[src/rtl/regfile_sb.sv]
// Register file with a per-register busy scoreboard, masked writeback, and two combinational read ports.
// Optional feature: define REGFILE_SB_BYPASS_EN to forward same-cycle writeback data to the read ports.
module regfile_sb #(
  parameter int unsigned N = 32,
  parameter int unsigned A = 2
) (
  input  logic         clk,
  input  logic         rst,
  input  logic [A-1:0] r1,
  input  logic [A-1:0] r2,
  output logic [N-1:0] v1,
  output logic [N-1:0] v2,
  output logic         b1,
  output logic         b2,
  input  logic         wf,
  input  logic [A-1:0] w1,
  input  logic [N-1:0] w,
  input  logic [N-1:0] mask,
  input  logic         iss,
  input  logic [A-1:0] iss_rd,
  output logic         iss_err,
  output logic [A:0]   pend
);

  localparam int unsigned DEPTH = 2 ** A;
  localparam int unsigned PW    = A + 1;

  logic [N-1:0]     regs_q [DEPTH];
  logic [N-1:0]     regs_d [DEPTH];
  logic [DEPTH-1:0] busy_q;
  logic [DEPTH-1:0] busy_d;
  logic             iss_err_q;
  logic             iss_err_d;
  logic [PW-1:0]    pend_q;
  logic [PW-1:0]    pend_d;

  logic             wr_en_c;
  logic [N-1:0]     merge_c;

  // $0 is never written, so it stays at its reset value of zero
  assign wr_en_c = wf && (w1 != '0);
  assign merge_c = (regs_q[w1] & ~mask) | (w & mask);

  // Next state: writeback clears busy first, then the issue checks the cleared view
  always_comb begin
    regs_d    = regs_q;
    busy_d    = busy_q;
    iss_err_d = 1'b0;
    pend_d    = '0;
    if (wr_en_c) begin
      regs_d[w1] = merge_c;
      busy_d[w1] = 1'b0;
    end
    if (iss && (iss_rd != '0)) begin
      if (busy_d[iss_rd]) begin
        iss_err_d = 1'b1;
      end else begin
        busy_d[iss_rd] = 1'b1;
      end
    end
    for (int unsigned i = 0; i < DEPTH; i++) begin
      pend_d = pend_d + PW'(busy_d[i]);
    end
  end

  always_ff @(posedge clk or posedge rst) begin
    if (rst) begin
      for (int unsigned i = 0; i < DEPTH; i++) begin
        regs_q[i] <= '0;
      end
      busy_q    <= '0;
      iss_err_q <= 1'b0;
      pend_q    <= '0;
    end else begin
      regs_q    <= regs_d;
      busy_q    <= busy_d;
      iss_err_q <= iss_err_d;
      pend_q    <= pend_d;
    end
  end

  // Read ports; with bypass, a same-cycle write to the addressed register wins
  always_comb begin
    v1 = regs_q[r1];
    b1 = busy_q[r1];
    v2 = regs_q[r2];
    b2 = busy_q[r2];
`ifdef REGFILE_SB_BYPASS_EN
    if (wr_en_c && !rst && (r1 == w1)) begin
      v1 = merge_c;
      b1 = 1'b0;
    end
    if (wr_en_c && !rst && (r2 == w1)) begin
      v2 = merge_c;
      b2 = 1'b0;
    end
`endif
  end

  assign iss_err = iss_err_q;
  assign pend    = pend_q;

endmodule
[config.mk]
export PLATFORM = sky130hd
export DESIGN_NAME = regfile_sb
export DESIGN_NICKNAME = d
export VERILOG_FILES = /design/src/rtl/regfile_sb.sv
export SDC_FILE = /design/constraint.sdc
export NUM_CORES = 1
export LEC_CHECK = 0
export ABC_CLOCK_PERIOD_IN_PS = 10600
export CAP_MARGIN = 20
export CORE_ASPECT_RATIO = 2
export CORE_MARGIN = 5
export CORE_UTILIZATION = 55
export CTS_BUF_LIST = sky130_fd_sc_hd__clkbuf_16
export CTS_CLUSTER_SIZE = 28
export DETAILED_ROUTE_END_ITERATION = 10
export PLACE_DENSITY = 0.88
export SETUP_SLACK_MARGIN = 0.4
export SLEW_MARGIN = 25
export SYNTH_ARGS = -nofsm -noshare
export SYNTH_HDL_FRONTEND = slang
export SYNTH_SLANG_ARGS = --single-unit
[constraint.sdc]
create_clock -name clk -period 10.6 [get_ports clk]
set_clock_uncertainty 0.1 [all_clocks]
set_input_delay 2.65 -clock clk [delete_from_list [all_inputs] [get_ports clk]]
set_output_delay 2.65 -clock clk [all_outputs]
set_load 0.01 [all_outputs]
==> results of run 1 <==
-- cell type report --
| type | instances | area [µm²] |
|---|---|---|
| timing repair buffer | 154 | 1510 |
| inverter | 3 | 16.3 |
| tap | 152 | 190 |
| multi-input combinational | 335 | 3360 |
| clock inverter | 14 | 181 |
| clock buffer | 17 | 425 |
| sequential | 136 | 3400 |
| fill | 874 | 3830 |
-- flip-flops by register name, indices dropped and copies added (netlist names) --
signal	flops
regs_q	128
busy_q	4
pend	3
iss_err	1
-- kinds of logic (layout without fill, tap and decap cells) --
| family | Yosys count | in the layout | share of synthesized area |
|---|---|---|---|
| AO/OA/AOI/OAI | 89 | 89 | 0.0763 |
| XOR/XNOR | 1 | 1 | 0.00123 |
| adder cells (fa/ha/maj) | 3 | 3 | 0.00630 |
| buffers and inverters | 79 | 188 | 0.0539 |
| flip-flops | 136 | 136 | 0.476 |
| multiplexers | 121 | 121 | 0.294 |
| AND/OR/NAND/NOR | 121 | 121 | 0.0919 |
-- path summary, 6_finish.rpt --
| check | cells past startpoint | end | slack [ns] | startpoint |
|---|---|---|---|---|
| worst min register to register | 0 | regs_q[115] | 0.30 | regs_q[115] |
| min in group asynchronous | 2 | iss_err | 2.55 | rst |
| max in group asynchronous | 3 | regs_q[47] | 6.70 | rst |
| worst max register to register | 5 | pend[1] | 8.66 | busy_q[3] |
| worst max-delay path | 4 | v1[30] | 3.40 | r1[0] |
| worst min-delay path | 0 | regs_q[115] | 0.30 | regs_q[115] |
-- power groups by stage --
stage               Sequential (mW)  Clock (mW)  Combinational, mW
floorplan                     0.650           0              0.223
global placement              0.660           0              0.391
detailed placement            0.674           0              0.405
CTS                           0.666       0.619              0.409
global route                  0.677       0.643              0.433
finish                        0.669       0.613              0.405
-- metal layers --
layer | wire length, µm | share of wire | vias up
met5 | 0 | 0 | -
met3 | 1300 | 0.067 | 76
met2 | 10800 | 0.56 | 278
li1 | - | - | 2256
met1 | 6330 | 0.33 | 2736
met4 | 959 | 0.049 | 0
-- metrics by stage --
step	hold slack, ns	instance area [µm²]
detailed placement	0.285	8470
finish	0.296	9080
global route	0.306	9080
CTS	0.298	9080
global placement	0.277	8460
floorplan	0.341	7150
-- placed cells by master (no fill, tap or decap), types with 16 or more instances in the layout --
master	synthesis	routed
nand3_1	55	55
a21oi_1	56	56
mux4_2	66	66
nand2_1	17	17
dfrtp_1	136	136
mux2_2	38	38
clkdlybuf4s50_1	0	140
nor2b_1	29	28
clkbuf_16	0	17
mux2_1	16	16
-- worst max-delay path, delay by kind of cell --
| kind | cells | cell delay [ns] |
|---|---|---|
| muxes | 1 | 0.64 |
| buffers and inverters | 3 | 1.15 |
==> metrics, run 1 <==
run status=finished, final reports clean; register bit total from synthesis=136; asr flop ratio synth=1.00; fmax=0.139 GHz; worst-case clock buffer depth=2; Logic pwr share=0.240; initial antenna violation count=0; WS Path Type=input port to output port; post-CTS setup buffers=0; crit path cell chain=buf_2 > buf_4 > mux4_2 > clkdlybuf4s50_1; final hold vios=0; relative slew slack=0.348; count leader, synth=dfrtp_1; Final Setup Violations=0; Tightest Hold Check Type=register to register; Vias=5346; initial core utilization=0.553; M2 GR Usage=0.448; GPL Wtd Cong=0.830; vias in the first global route=5862; GRT Max-Usage Layer=met2; internal power=1.23 mW; syn nets=629; cts hold-fix bufs=0; critical path arrival=4.45 ns; final WL=19400 µm; post-synth top area share=0.476; DP HPWL=13000 µm; Pleak=3.64 nW; WL/cell=24.0 µm; final non-filler cell total=811; Required @ worst endpoint=7.85 ns; post-layout util=0.703; met1 Use GR=0.275; antenna cells=0; min Tclk post-route=7.20 ns; Commonest cells post-synth=dfrtp_1 (136), mux4_2 (66), a21oi_1 (56), nand3_1 (55), clkbuf_1 (44); ys flop type=dfrtp_1; clock root cell=clkbuf_16; Die W=90.6 µm; final setup TNS=0 ns; DRT antenna net count=0; die height=171 µm; sequential power share=0.397; Worst VDD drop=0.183 mV; DP Cell Count=780; layout cells sized above 1=0.228; startpoint type of the worst setup path=input port; crit-path max FO=33; CTS tree=yes; htree depth=4; Clock Power Share=0.363; CTS Buf Count=17; gr usage total=0.254; final max-slew violation count=0; detailed-router iteration count before antenna repair=5; Seq/Total Area, Yosys=0.476; pwr dens=186 nW/µm²; Port-buffer cells=145; Sw Pwr=0.455 mW; 1st-iter DRT viols=299; Top-Level Pins=146; Final WS setup=3.40 ns; largest area contributor in the netlist=dfrtp_1; critical path endpoint category=output port; largest net degree at the start of global routing=88; Mapped Avg Cell Area=13.0 µm²; Rows=59; core area=12900 µm²; DRC Markers=0; Worst Max-Slew Pin Slew=0.973 ns; CP max stage delay=0.64 ns; Ys Warns=0; Overflow after GRT=0; Post-synth EDFFs=0; part of the cycle the worst path needs=0.679; clk sink count=136; clock transition at the registers of the reported paths=0.06 ns; Skew-Pair Late Insertion Delay=0.41 ns; switching share of power=0.270; Post-Synthesis Cells=550; post-cts sizing count=0; nets=726; Area contributors post-synth=dfrtp_1 (48%), mux4_2 (21%), mux2_2 (6.0%), a21oi_1 (3.9%), nand3_1 (3.9%); MaxCap Viol Count=0; Cell Area, Synth=7150 µm²; vias per cell=6.59; Yosys cell types=30; pre-CTS setup slack=3.36 ns; Pwr Total=1.69 mW; first-pass GRT wire length=30900 µm; met3 usage=0.0565; RSZ-0062 raised after global routing=false; Critical Path Slowest Stage Cell=mux4_2; P&R area growth vs syn=27.1%; die area=15500 µm²
No activity file was read; power rests on OpenSTA's default activity.
==> run 2, diff against run 1 <==
--- a/config.mk
+++ b/config.mk
@@ -5,15 +5,15 @@
 export SDC_FILE = /design/constraint.sdc
 export NUM_CORES = 1
 export LEC_CHECK = 0
-export ABC_CLOCK_PERIOD_IN_PS = 10600
+export ABC_CLOCK_PERIOD_IN_PS = 6400
 export CAP_MARGIN = 20
 export CORE_ASPECT_RATIO = 2
 export CORE_MARGIN = 5
-export CORE_UTILIZATION = 55
+export CORE_UTILIZATION = 47
 export CTS_BUF_LIST = sky130_fd_sc_hd__clkbuf_16
 export CTS_CLUSTER_SIZE = 28
 export DETAILED_ROUTE_END_ITERATION = 10
-export PLACE_DENSITY = 0.88
+export PLACE_DENSITY = 0.8
 export SETUP_SLACK_MARGIN = 0.4
 export SLEW_MARGIN = 25
 export SYNTH_ARGS = -nofsm -noshare
==> constraint.sdc (replaced) <==
create_clock -name clk -period 6.4 [get_ports clk]
set_clock_uncertainty 0.1 [all_clocks]
set_input_delay 1.6 -clock clk [delete_from_list [all_inputs] [get_ports clk]]
set_output_delay 1.6 -clock clk [all_outputs]
set_load 0.01 [all_outputs]
==> run 2 against run 1 <==
Sequential power grew 64%. Global-route usage shrank 3.6 points. Critical path depth stayed put. Combinational power increased by 66%. Via count shrank 3.4%. Non-clock buffer count down 1. Die area rose by 16%. First-iteration DRC count down 13%. Largest power group unchanged. Flip-flop and latch count stayed put. Utilization decreased by 9.4 points. Clock power rose by 45%.
==> metrics, run 2 (synthesized netlist as in run 1, its figures left out) <==
fmax=0.192 GHz; Logic pwr share=0.253; post-cts sizing count=0; Critical Path Slowest Stage Cell=buf_2; part of the cycle the worst path needs=0.813; core area=14900 µm²; CP delay by family, top=buffers and inverters; initial antenna violation count=1; MaxCap Viol Count=0; CP max stage delay=0.58 ns; Final Setup Violations=0; Overflow after GRT=0; Crit path buffers/inverters=3; clock transition at the registers of the reported paths=0.06 ns; WS Path Type=input port to output port; WL/cell=22.3 µm; Required @ worst endpoint=4.70 ns; GPL Wtd Cong=0.835; Port-buffer cells=145; internal power=1.92 mW; vias per cell=6.04; initial core utilization=0.480; sequential power share=0.414; htree depth=4; most frequent cells in the layout=clkdlybuf4s50_1 (140), dfrtp_1 (136), mux4_2 (66); clk sink count=136; post-CTS setup buffers=0; Worst VDD drop=0.169 mV; Tightest Hold Check Type=register to register; cts hold-fix bufs=0; nets=725; Skew-Pair Late Insertion Delay=0.40 ns; vias in the first global route=5785; Die W=97.2 µm; run status=finished, final reports clean; min Tclk post-route=5.21 ns; layout cells sized above 1=0.226; final max-slew violation count=0; layout filler cell count=1141; Clock Power Share=0.334; Pwr Total=2.66 mW; worst-case clock buffer depth=2; gr usage total=0.217; Worst Max-Slew Pin Slew=0.965 ns; Vias=5163; Largest register FFs=128; final setup TNS=0 ns; Biggest register=regs_q; clock root cell=clkbuf_16; Rows=63; CTS tree=yes; pwr dens=293 nW/µm²; switching share of power=0.277; RSZ-0062 raised after global routing=false; P&R area growth vs syn=27.1%; die height=184 µm; crit-path max FO=19; largest net degree at the start of global routing=98; 1st-iter DRT viols=260; die area=17900 µm²; first-pass GRT wire length=30200 µm; crit path cell chain=buf_2 > buf_12 > mux4_2 > clkdlybuf4s50_1; commonest non-fill, non-tap cell in the layout=clkdlybuf4s50_1; DP HPWL=13200 µm; DRC Markers=0; final hold vios=0; Pleak=3.61 nW; final WL=19000 µm; Top-Level Pins=146; DRT antenna net count=0; critical path endpoint category=output port; Sw Pwr=0.738 mW; detailed-router iteration count before antenna repair=5; startpoint type of the worst setup path=input port; critical path arrival=3.51 ns; CTS Buf Count=17; relative slew slack=0.357
==> run 2: path summary, 6_finish.rpt <==
path                             start          end  slack, ns  cells past startpoint
min reg2reg                regs_q[108]  regs_q[108]       0.29                      0
max reg2reg                  busy_q[3]      pend[1]       4.44                      5
max in group asynchronous          rst  regs_q[109]       3.45                      3
min                        regs_q[108]  regs_q[108]       0.29                      0
min in group asynchronous          rst      pend[1]       1.65                      2
max                              r2[0]        v2[2]       1.19                      4
==> run 2: layer usage <==
metal | vias to the layer above | GRT usage | wire, µm
met1 | 2655 | 0.229 | 6610
met3 | 42 | 0.0386 | 836
met5 | - | 0 | 0
li1 | 2247 | - | -
met2 | 219 | 0.409 | 11000
met4 | 0 | 0.113 | 621
==> run 2: power by group through the flow <==
| stage | clock network [mW] | logic (mW) | registers (mW) |
|---|---|---|---|
| floorplan | 0 | 0.370 | 1.08 |
| global placement | 0 | 0.657 | 1.09 |
| detailed placement | 0 | 0.676 | 1.11 |
| CTS | 0.905 | 0.682 | 1.10 |
| global route | 0.943 | 0.719 | 1.11 |
| finish | 0.888 | 0.672 | 1.10 |
==> run 2: metrics by stage <==
stage               setup WS (ns)  cell area [µm²]  hold WS [ns]  utilization  instances
floorplan                    1.06             7150         0.341            -        550
detailed placement           1.16             8540         0.283        0.573        822
global placement             1.18             8540         0.277        0.573        822
finish                       1.19             9080         0.294        0.610        855
global route                 1.08             9080         0.311        0.610        855
CTS                          1.15             9080         0.297        0.609        854
==> run 2: layout make-up <==
class,instances,area (µm²),share of cell area
repair buffers,153,1510,0.167
multi-input cells,335,3360,0.370
clock inverters,15,115,0.0127
clock buffers,17,425,0.0468
well taps,195,244,0.0269
flip-flops and latches,136,3400,0.375
diodes,1,2.50,0.000275
inverters,3,16.3,0.00179
==> run 3, diff against run 2 <==
--- a/config.mk
+++ b/config.mk
@@ -5,15 +5,15 @@
 export SDC_FILE = /design/constraint.sdc
 export NUM_CORES = 1
 export LEC_CHECK = 0
-export ABC_CLOCK_PERIOD_IN_PS = 6400
+export ABC_CLOCK_PERIOD_IN_PS = 5400
 export CAP_MARGIN = 20
 export CORE_ASPECT_RATIO = 2
 export CORE_MARGIN = 5
-export CORE_UTILIZATION = 47
+export CORE_UTILIZATION = 52
 export CTS_BUF_LIST = sky130_fd_sc_hd__clkbuf_16
 export CTS_CLUSTER_SIZE = 28
 export DETAILED_ROUTE_END_ITERATION = 10
-export PLACE_DENSITY = 0.8
+export PLACE_DENSITY = 0.84
 export SETUP_SLACK_MARGIN = 0.4
 export SLEW_MARGIN = 25
 export SYNTH_ARGS = -nofsm -noshare
==> constraint.sdc (replaced) <==
create_clock -name clk -period 5.4 [get_ports clk]
set_clock_uncertainty 0.1 [all_clocks]
set_input_delay 1.35 -clock clk [delete_from_list [all_inputs] [get_ports clk]]
set_output_delay 1.35 -clock clk [all_outputs]
set_load 0.01 [all_outputs]
==> run 3 against run 2 <==
Final cell count is 4.6% lower. Die area decreased by 8.9%. Clock power up 26%. Largest cell class unchanged. Highest routed layer unchanged.
==> metrics, run 3 (synthesized netlist as in run 1, its figures left out) <==
R2R depth=5; GPL Wtd Cong=0.848; Worst VDD drop=0.222 mV; Sw Pwr=0.935 mW; gr usage total=0.257; worst-case clock buffer depth=2; FF-to-FF End=pend[1]; critical path endpoint category=output port; storage element area=3400 µm²; 1st-iter DRT viols=303; htree depth=4; CTS tree=yes; WS Path Type=input port to output port; Skew-Pair Late Insertion Delay=0.41 ns; Worst Setup EP=v1[11]; Critical R2R Launch=busy_q[3]; fmax=0.217 GHz; DRT antenna net count=0; WL/cell=24.4 µm; most frequent cells in the layout=clkdlybuf4s50_1 (140), dfrtp_1 (136), mux4_2 (66); Logic pwr share=0.247; final setup TNS=0 ns; part of the cycle the worst path needs=0.853; Required @ worst endpoint=3.95 ns; Pleak=3.63 nW; DP HPWL=14000 µm; DRC Markers=0; final max-slew violation count=0; Biggest register=regs_q; final hold vios=0; post-CTS setup buffers=0; cts hold-fix bufs=0; nets=727; clock root cell=clkbuf_16; die height=176 µm; switching share of power=0.289; Vias=5303; antenna cells=0; first-pass GRT wire length=31800 µm; Top-Level Pins=146; die area=16300 µm²; initial antenna violation count=0; Final Setup Violations=0; layout cells sized above 1=0.231; Die W=92.9 µm; post-cts sizing count=0; initial core utilization=0.529; core area=13500 µm²; final WL=19900 µm; Largest register FFs=128; critical path arrival=3.16 ns; detailed-router iteration count before antenna repair=5; register-to-register setup slack=3.42 ns; hold wc startpoint=regs_q[126]; commonest non-fill, non-tap cell in the layout=clkdlybuf4s50_1; P&R area growth vs syn=27.1%; Crit. Startpoint=r1[0]; Tightest Hold Check Type=register to register; startpoint type of the worst setup path=input port; MaxCap Viol Count=0; clock transition at the registers of the reported paths=0.06 ns; crit-path max FO=21; Pwr Total=3.24 mW; sequential power share=0.406; CTS Buf Count=17; Rows=60; run status=finished, final reports clean; RSZ-0062 raised after global routing=false; vias per cell=6.50; multi-input logic area=3360 µm²; layout filler cell count=965; pwr dens=356 nW/µm²; Worst Max-Slew Pin Slew=1.02 ns; relative slew slack=0.320; internal power=2.30 mW; Clock Power Share=0.346; Overflow after GRT=0; Port-buffer cells=145; vias in the first global route=5928; clk sink count=136; largest net degree at the start of global routing=110; min Tclk post-route=4.61 ns
[run 3: worst min-delay path by stage]
stage / to / slack, ns / cells after the start
floorplan: regs_q[100] / 0.34 / 1
CTS: regs_q[123] / 0.30 / 0
global route: regs_q[119] / 0.31 / 0
detailed placement: regs_q[123] / 0.28 / 0
finish: regs_q[126] / 0.30 / 0
global placement: regs_q[96] / 0.28 / 0
[run 3: cell type report]
type	count	share of cell area
sequential	136	0.375
clock inverter	15	0.0160
inverter	3	0.00165
multi-input combinational	335	0.370
clock buffer	17	0.0468
tap	155	0.0213
timing repair buffer	155	0.169
[run 3: critical path: stages]
cell,delay (ns)
buf_2,0.42
buf_12,0.29
mux4_2,0.54
clkdlybuf4s50_1,0.55
[run 3: routing by layer]
layer  part of all wire  track usage  up-vias
met5                  0            0        -
met4              0.049        0.146        0
met3              0.046       0.0446       62
met2               0.57        0.468      231
met1               0.33        0.272     2750
li1                   -            -     2260
[run 3: through the flow]
stage / std cells / setup WS (ns) / util / cell area (µm²) / hold slack, ns
final: 816 / 0.792 / 0.672 / 9080 / 0.295
after CTS: 816 / 0.768 / 0.672 / 9080 / 0.299
after floorplan: 550 / 1.57 / - / 7150 / 0.341
after detailed placement: 784 / 0.761 / 0.630 / 8510 / 0.283
after global placement: 784 / 0.775 / 0.630 / 8510 / 0.277
after global routing: 816 / 0.705 / 0.672 / 9080 / 0.313
[run 3: power groups by stage]
stage	Sequential (mW)	Clock, mW	Combinational (mW)
detailed placement	1.33	0	0.804
finish	1.31	1.12	0.800
global placement	1.30	0	0.779
global route	1.33	1.19	0.857
CTS	1.31	1.13	0.809
floorplan	1.28	0	0.439
